File: config.mk
export PLATFORM = sky130hd
export DESIGN_NAME = joybus_poll_master
export DESIGN_NICKNAME = d
export VERILOG_FILES = /design/src/rtl/joybus_poll_master.sv
export SDC_FILE = /design/constraint.sdc
export NUM_CORES = 1
export LEC_CHECK = 0
export ABC_AREA = 1
export CAP_MARGIN = 20
export CORE_UTILIZATION = 35
export DETAILED_ROUTE_END_ITERATION = 12
export DONT_BUFFER_PORTS = 1
export PLACE_DENSITY_LB_ADDON = 0.2
export SLEW_MARGIN = 15
export SYNTH_ARGS = -nofsm -noshare
export SYNTH_HDL_FRONTEND = slang
export SYNTH_SLANG_ARGS = --single-unit
File: constraint.sdc
create_clock -name clk100mhz -period 8.1 [get_ports clk100mhz]
set_clock_uncertainty 0.2 [all_clocks]
set_input_delay 2.025 -clock clk100mhz [delete_from_list [all_inputs] [get_ports clk100mhz]]
set_output_delay 2.025 -clock clk100mhz [all_outputs]
set_load 0.05 [all_outputs]
File: src/rtl/joybus_poll_master.sv
// Joybus (GameCube controller) bus master: serialises a command onto the
// open-drain data line, sends the stop bit, then captures the controller reply.
module joybus_poll_master #(
    parameter int CLK_PER_US = 100,
    parameter int CMD_BITS   = 24,
    parameter int RSP_BITS   = 64,
    parameter int TIMEOUT_US = 200,
    localparam int CLW = $clog2(CMD_BITS + 1),
    localparam int RLW = $clog2(RSP_BITS + 1)
) (
    input  logic                clk100mhz,
    input  logic                reset,
    input  logic                start,
    input  logic [CMD_BITS-1:0] cmd,
    input  logic [CLW-1:0]      cmd_len,
    input  logic [RLW-1:0]      rsp_len,
    input  logic                data_in,
    output logic                data_oe,
    output logic                busy,
    output logic                done,
    output logic                timeout,
    output logic [RSP_BITS-1:0] rsp
);
    localparam int UW = $clog2(CLK_PER_US);
    localparam int EW = $clog2((TIMEOUT_US > 4 ? TIMEOUT_US : 4) + 1);

    typedef enum logic [2:0] {
        IDLE, TX_BIT, TX_STOP, RX_WAIT, RX_SAMPLE, RX_HIGH, FINISH
    } state_t;

    state_t state, state_nxt;

    logic [UW-1:0]       us_cnt;
    logic [EW-1:0]       us_el;
    logic                us_tick;
    logic                cell_end;
    logic                to_expired;
    logic                sample_now;
    logic                set_to;

    logic                sync_meta, sync, sync_prev, fall;

    logic [CLW-1:0]      cmd_len_c, tx_left;
    logic [CMD_BITS-1:0] tx_sh, tx_init;
    logic [RLW-1:0]      rsp_len_c, rx_len, rx_cnt;
    logic [RSP_BITS-1:0] rx_sh;
    logic                timeout_r;

    assign cmd_len_c = (cmd_len > CLW'(CMD_BITS)) ? CLW'(CMD_BITS) : cmd_len;
    assign rsp_len_c = (rsp_len > RLW'(RSP_BITS)) ? RLW'(RSP_BITS) : rsp_len;
    // Left-align the command so the next bit to send is always the MSB.
    assign tx_init   = cmd << (CLW'(CMD_BITS) - cmd_len_c);

    assign us_tick    = (us_cnt == UW'(CLK_PER_US - 1));
    assign cell_end   = (state == TX_BIT) && us_tick && (us_el == EW'(3));
    assign to_expired = us_tick && (us_el == EW'(TIMEOUT_US - 1));
    assign sample_now = us_tick && (us_el == EW'(1));
    assign fall       = sync_prev & ~sync;

    always_ff @(posedge clk100mhz) begin
        if (reset) state <= IDLE;
        else       state <= state_nxt;
    end

    always_comb begin
        state_nxt = state;
        set_to    = 1'b0;
        data_oe   = 1'b0;
        case (state)
            IDLE: begin
                if (start) state_nxt = (cmd_len_c == '0) ? TX_STOP : TX_BIT;
            end
            TX_BIT: begin
                data_oe = tx_sh[CMD_BITS-1] ? (us_el < EW'(1)) : (us_el < EW'(3));
                if (cell_end && tx_left == CLW'(1)) state_nxt = TX_STOP;
            end
            TX_STOP: begin
                data_oe = 1'b1;
                if (us_tick) state_nxt = (rx_len == '0) ? FINISH : RX_WAIT;
            end
            RX_WAIT: begin
                if (fall) begin
                    state_nxt = RX_SAMPLE;
                end else if (to_expired) begin
                    state_nxt = FINISH;
                    set_to    = 1'b1;
                end
            end
            RX_SAMPLE: begin
                if (sample_now) state_nxt = RX_HIGH;
            end
            RX_HIGH: begin
                if (sync) begin
                    state_nxt = (rx_cnt == rx_len) ? FINISH : RX_WAIT;
                end else if (to_expired) begin
                    state_nxt = FINISH;
                    set_to    = 1'b1;
                end
            end
            FINISH:  state_nxt = IDLE;
            default: state_nxt = IDLE;
        endcase
    end

    always_ff @(posedge clk100mhz) begin
        if (reset) begin
            // Line idles high; presetting the synchroniser avoids a false edge.
            sync_meta <= 1'b1;
            sync      <= 1'b1;
            sync_prev <= 1'b1;
            us_cnt    <= '0;
            us_el     <= '0;
            tx_sh     <= '0;
            tx_left   <= '0;
            rx_len    <= '0;
            rx_cnt    <= '0;
            rx_sh     <= '0;
            timeout_r <= 1'b0;
            rsp       <= '0;
        end else begin
            sync_meta <= data_in;
            sync      <= sync_meta;
            sync_prev <= sync;

            // Timebase restarts on every state entry; TX cells wrap it per bit.
            if (state_nxt != state || state == IDLE) begin
                us_cnt <= '0;
                us_el  <= '0;
            end else if (us_tick) begin
                us_cnt <= '0;
                us_el  <= cell_end ? '0 : us_el + 1'b1;
            end else begin
                us_cnt <= us_cnt + 1'b1;
            end

            if (state == IDLE && start) begin
                tx_sh   <= tx_init;
                tx_left <= cmd_len_c;
                rx_len  <= rsp_len_c;
                rx_cnt  <= '0;
                rx_sh   <= '0;
            end

            if (cell_end) begin
                tx_sh   <= tx_sh << 1;
                tx_left <= tx_left - 1'b1;
            end

            if (state == RX_SAMPLE && sample_now) begin
                rx_sh <= {rx_sh[RSP_BITS-2:0], sync};
                if (rx_cnt != RLW'(RSP_BITS)) rx_cnt <= rx_cnt + 1'b1;
            end

            if (state != FINISH && state_nxt == FINISH) begin
                timeout_r <= set_to;
                if (!set_to) rsp <= rx_sh;
            end
        end
    end

    assign busy    = (state != IDLE) && (state != FINISH);
    assign done    = (state == FINISH);
    assign timeout = done & timeout_r;

endmodule

# Yosys cells after proc, flatten, opt, wreduce, memory -nomap -nowiden
# Index checks and enable logic that the tools add are counted.
[word_totals]
elab_cells = 93
reg_bits = 193
[op_classes]
reduce_logical = 20
n_shift = 1
magnitude_cmp = 4
n_mux = 29
n_eq_ne = 16
bitwise = 4
add_sub_neg = 5
[op_table]
columns = ["op", "n"]
rows = [
  ["two-way mux 64 bit", 2],
  ["two-way mux 24 bit", 2],
  ["two-way mux 7 bit", 4],
  ["two-way mux 3 bit", 9],
  ["left shift 24 x 5 -> 24 bit", 1],
  ["one-hot mux 3 bit (6 select lines)", 1],
  ["two-way mux 5 bit", 3],
  ["adder 7 x 1 -> 7 bit (second input constant)", 2],
  ["equality test 3 bit (second input constant)", 4],
  ["logical AND 1 bit", 9],
  ["adder 8 x 1 -> 8 bit (second input constant)", 1],
  ["equality test 8 x 1 -> 1 bit (second input constant)", 1],
  ["equality test 8 x 2 -> 1 bit (second input constant)", 1],
  ["equality test 8 bit (second input constant)", 1],
  ["< comparator 8 x 1 -> 1 bit (second input constant)", 1],
  ["< comparator 8 x 2 -> 1 bit (second input constant)", 1],
  ["two-way mux 8 bit", 1],
  ["equality test 7 bit", 1],
  ["equality test 7 bit (second input constant)", 1],
  ["greater-than comparator 7 bit (second input constant)", 1],
  ["logical NOT 7 bit", 1],
  ["!= test 7 bit (second input constant)", 1],
  ["equality test 3 x 2 -> 1 bit (second input constant)", 2],
  ["equality test 5 x 1 -> 1 bit (second input constant)", 1],
  ["other kinds (19)", 27],
]

# Depth between registers and ports, before layout
[logic_depth]
depth_word = 9
ltp_mapped = 17
mapped_depth_nobuf = 14

# Worst setup path after synthesis
# Ideal clock, no wire load.
[synth_timing]
path_type = "register to output"
start = "register us_el[0]"
end = "output port data_oe"
arrival_ns = 2.353
stages_incl_launch_ff = 5
slack_ns = 3.522
path_buffers = 0
cell_sequence = "dfxtp_1 -> ha_1 -> inv_1 -> o21ai_0 -> o41ai_1"
[synth_via]
elab_chain_len = 3
word_cells_on_any_way = 4
cone_classes = "order compare: 2; mux: 2"
[synth_lines]
columns = ["item", "line", "source"]
rows = [
  ["from (decl)", "34", "logic [EW-1:0] us_el;"],
  ["from (signal assigned)", "131", "us_el <= cell_end ? '0 : us_el + 1'b1;"],
  ["< comparator 8 x 2 -> 1 bit / < comparator 8 x 1 -> 1 bit (equally long branches)", "74", "data_oe = tx_sh[CMD_BITS-1] ? (us_el < EW'(1)) : (us_el < EW'(3));"],
  ["two-way mux 1 bit (*)", "74", ""],
  ["one-hot mux 1 bit (2 select lines) (*)", "69", "case (state)"],
  ["to (decl)", "18", "output logic data_oe,"],
]
# Mark *: on every way between the ends. The rest lies on a longest branch, timed or not.

# Worst setup path in the final report
[layout_timing]
start = "input port cmd_len[3]"
end = "register rsp[17]"
[layout_via]
elab_chain_len = 9
[layout_lines]
columns = ["item", "line", "source"]
rows = [
  ["from (decl)", "15", "input logic [CLW-1:0] cmd_len,"],
  ["greater-than comparator 5 bit", "49", "assign cmd_len_c = (cmd_len > CLW'(CMD_BITS)) ? CLW'(CMD_BITS) : cmd_len;"],
  ["two-way mux 5 bit (*)", "49", ""],
  ["logical NOT 5 bit (*)", "71", "if (start) state_nxt = (cmd_len_c == '0) ? TX_STOP : TX_BIT;"],
  ["two-way mux 2 bit (*)", "71", ""],
  ["two-way mux 3 bit (*)", "71", ""],
  ["one-hot mux 3 bit (6 select lines) (*)", "69", ""],
  ["equality test 3 bit (*)", "154", "if (state != FINISH && state_nxt == FINISH) begin"],
  ["logical AND 1 bit (*)", "154", ""],
  ["AND reduction 2 bit (no line) (*)", "n/a", ""],
  ["to (signal assigned)", "156", "if (!set_to) rsp <= rx_sh;"],
  ["to (decl)", "22", "output logic [RSP_BITS-1:0] rsp"],
]
# Marks and branches as above.
# A chain may end at the register's enable or synchronous reset.

==> metrics.cfg <==
[outcome]
outcome = finished, final reports clean

[grt]
grt.total_usage_pct = 16.11
grt_max_degree = 169
antenna_found_initial = 0
grt_pass1_wl_um = 38180
grt-ovfl-total = 0
grt_pass1_vias = 7538

[logic_synthesis]
synth_top_family_by_area = simple AND/OR/NAND/NOR gates
synth_simple_gate_area_share_pct = 31.98
synth_fa_ha_area_share_pct = 1.150
ys_seq_area_share_pct = 39.44
synth_nets = 1391
ys.warnings.count = 0
synth-compound-area-share_pct = 17.03
synth.cell_area_um2 = 9796
syn-instance-count = 1342
synthXorXnorAreaFrac_pct = 0.8813
netlist-cell-type-count = 43
ys_ff_latch = 193
synthMuxAreaShare_pct = 0
syn_area_per_cell_um2 = 7.299

[placed_design]
globalplace.congestion = 0.8716
hpwl_um = 15240
post-place-ws_ns = 2.895
postPlaceCellArea_um2 = 9841
io_buffers = 0

[final_layout]
drive_above_1_share_pct = 14.69
antenna_cells = 0
area_growth_pct = 7.051
nNetsFinal = 1336
design_area_um2 = 10490

[clock_network]
cts_hold_buf = 0
post_cts_resized = 0
cts_buffer_depth = 2
clk_latency_ns = 0.44
clock-sinks = 193
cts_tree = done
cts_root_buffer = clkbuf_16
htreeDepth = 4
cts.reportedPaths.clkPinSlew_ns = 0.08
postCtsSetupBuffers = 0
numCtsBuffers = 17

[sta]
layout_setup_ws_ns = 3.308
hold-worst-slack_ns = 0.2523
fin_tns_setup_ns = 0
fmax_mhz = 208.7
hold_violations = 0
finalSetupViolCount = 0
slew_viol_final = 0
maxSlewHeadroom_pct = 28.96
period_share_pct = 59.16
rsz0062_at_grt = no
finalCriticalPeriod_ns = 4.792
tightest_slew_ns = 1.066

[worst_setup_path]
reg2reg_slack_ns = 4.87
setup.worst_path.class = in2reg
rr_startpoint = state[0]$_SDFF_PP0_
critPathRequiredTime_ns = 8.27
start_kind = input port
crit_path_max_fanout = 50
worstPathArrival_ns = 4.96
ff2ff_path_depth = 12
rr_endpoint = rsp[17]$_SDFFE_PP0P_
worstSetupEndpointType = flop

[die]
num_rows = 60
dieArea_um2 = 28660
ios = 108
die_h_um = 169.3
chipWidth_um = 169.3
core-area_um2 = 27180
initial_utilization_pct = 36.05

[pwr]
leakage_nw = 3.676
pwr_density_cell_nw_per_um2 = 198.1
ir_drop_uv = 103.1

[worst_hold_path]
hp-start = us_cnt[0]$_SDFF_PP0_
min_path_cells = 1
holdPathEnd = us_cnt[0]$_SDFF_PP0_
holdCritPathClass = reg2reg

[run]
maxCapViolCount = 0

[route]
ant_nets = 0
dr.pass1.iters = 5
vias = 8233
wl_per_cell_um = 13.70
dr.first_iter.drc_count = 623
vias_per_cell = 4.924
wirelength_um = 22900
drcViolationCount = 0

==> state kept, by name, indices dropped and copies added, names as in the netlist <==
| register | cells |
|---|---|
| rsp | 64 |
| us_cnt | 7 |
| rx_cnt | 7 |
| tx_sh | 24 |
| tx_left | 5 |
| state | 3 |
| sync_prev | 1 |
| us_el | 8 |
| sync | 1 |
| timeout_r | 1 |
| sync_meta | 1 |
| rx_sh | 64 |
| rx_len | 7 |
==> synth_stat cells <==
master / instances / share of area (%)
o21ai_1: 1 / 0.051
buf_1: 2 / 0.077
nand3b_1: 2 / 0.15
nand2_4: 2 / 0.23
dfxtp_1: 193 / 39
inv_4: 1 / 0.064
o41ai_1: 1 / 0.089
clkinv_1: 2 / 0.077
a31oi_1: 10 / 0.64
nor2_8: 1 / 0.20
inv_2: 7 / 0.27
nor2_1: 80 / 3.1
xor2_2: 1 / 0.17
o211ai_1: 15 / 1.1
o21ai_2: 1 / 0.089
o21a_1: 4 / 0.31
o21ai_0: 43 / 2.2
nor3b_1: 1 / 0.077
or2_2: 3 / 0.19
xor2_1: 5 / 0.45
a21oi_2: 60 / 5.4
nand3b_4: 1 / 0.20
ha_1: 9 / 1.1
clkbuf_1: 31 / 1.2
nand4_1: 11 / 0.70
nand2_1: 408 / 16
nand2_2: 3 / 0.19
buf_2: 34 / 1.7
xnor2_1: 3 / 0.27
nor3_1: 4 / 0.20
a221oi_2: 1 / 0.15
buf_12: 7 / 1.4
buf_6: 1 / 0.11
nor2_2: 3 / 0.19
inv_1: 107 / 4.1
a211oi_1: 1 / 0.077
o22ai_1: 23 / 1.5
nand3_2: 64 / 6.5
o31ai_1: 1 / 0.077
buf_4: 6 / 0.46
a22oi_1: 4 / 0.31
nand3_1: 86 / 4.4
a21oi_1: 99 / 5.1
==> per-stage QoR <==
| step | utilization, % | cells | power (mW) |
|---|---|---|---|
| CTS | 38.59 | 1672 | 2.102 |
| global placement | 36.21 | 1640 | 1.211 |
| floorplan | - | 1342 | 1.175 |
| global route | 38.59 | 1672 | 2.180 |
| detailed placement | 36.21 | 1640 | 1.209 |
| finish | 38.59 | 1672 | 2.078 |
==> power breakdown <==
group / total [mW] / internal, mW / switching (mW)
combinational: 0.218 / 0.0653 / 0.152
sequential: 0.971 / 0.963 / 0.00752
clock: 0.889 / 0.436 / 0.454
total: 2.08 / 1.46 / 0.614
==> final cells by class <==
type | count | area (µm²)
fill | 2938 | 16690
clock inverter | 15 | 220.2
clock buffer | 17 | 425.4
timing repair buffer | 7 | 56.30
tap | 372 | 465.4
multi-input combinational | 951 | 5012
sequential | 193 | 3864
inverter | 117 | 442.9
==> metal layers <==
metal	GRT usage, %	share of wire, %	vias up
li1	-	-	4271
met5	0	0	-
met4	5.249	1.6	0
met1	22.19	50	3764
met2	25.07	44	178
met3	3.218	4.8	20
==> cells in the final DEF (no fill, tap or decap), drive strengths merged <==
cell | Yosys | layout
o21a | 4 | 4
o31ai | 1 | 1
a22oi | 4 | 4
xor2 | 6 | 6
nor3b | 1 | 1
buf | 50 | 7
nor3 | 4 | 4
clkinv | 2 | 10
dfxtp | 193 | 193
o21ai | 45 | 45
or2 | 3 | 3
nand4 | 11 | 11
o41ai | 1 | 1
a21oi | 159 | 159
o22ai | 23 | 23
clkbuf | 31 | 17
o211ai | 15 | 15
nand2 | 413 | 413
inv | 115 | 122
nor2 | 84 | 84
a211oi | 1 | 1
ha | 9 | 9
a31oi | 10 | 10
xnor2 | 3 | 3
a221oi | 1 | 1
nand3b | 3 | 3
nand3 | 150 | 150
==> worst max-delay path by stage <==
stage,from,end,slack [ns],cells past startpoint
floorplan,us_el[0]$_SDFFE_PP0N_,data_oe,3.52,4
global placement,cmd_len[3],rsp[14]$_SDFFE_PP0P_,2.89,15
detailed placement,cmd_len[3],rsp[41]$_SDFFE_PP0P_,2.89,15
CTS,cmd_len[3],rsp[17]$_SDFFE_PP0P_,3.34,15
global route,cmd_len[3],rsp[14]$_SDFFE_PP0P_,2.95,15
finish,cmd_len[3],rsp[17]$_SDFFE_PP0P_,3.31,15
==> kinds of logic (layout without fill, tap and decap cells) <==
family,count (synthesis),in the layout
adder cells (fa/ha/maj),9,9
flip-flops,193,193
buffers and inverters,198,156
XOR/XNOR,9,9
AND/OR/NAND/NOR,669,669
AO/OA/AOI/OAI,264,264
==> critical path, stage by stage <==
cell and delay, ns:
nand2_1 0.19, nand2_1 0.12, buf_4 0.36, ha_1 0.24, inv_2 0.06, nor2_1 0.14, nand2_1 0.14, nor2_1 0.16
nor2_2 0.08, nand3_2 0.10, nand2_2 0.08, inv_4 0.22, buf_4 0.67, nand3_2 0.14, a21oi_2 0.16
(Power assumes the default switching activity.)
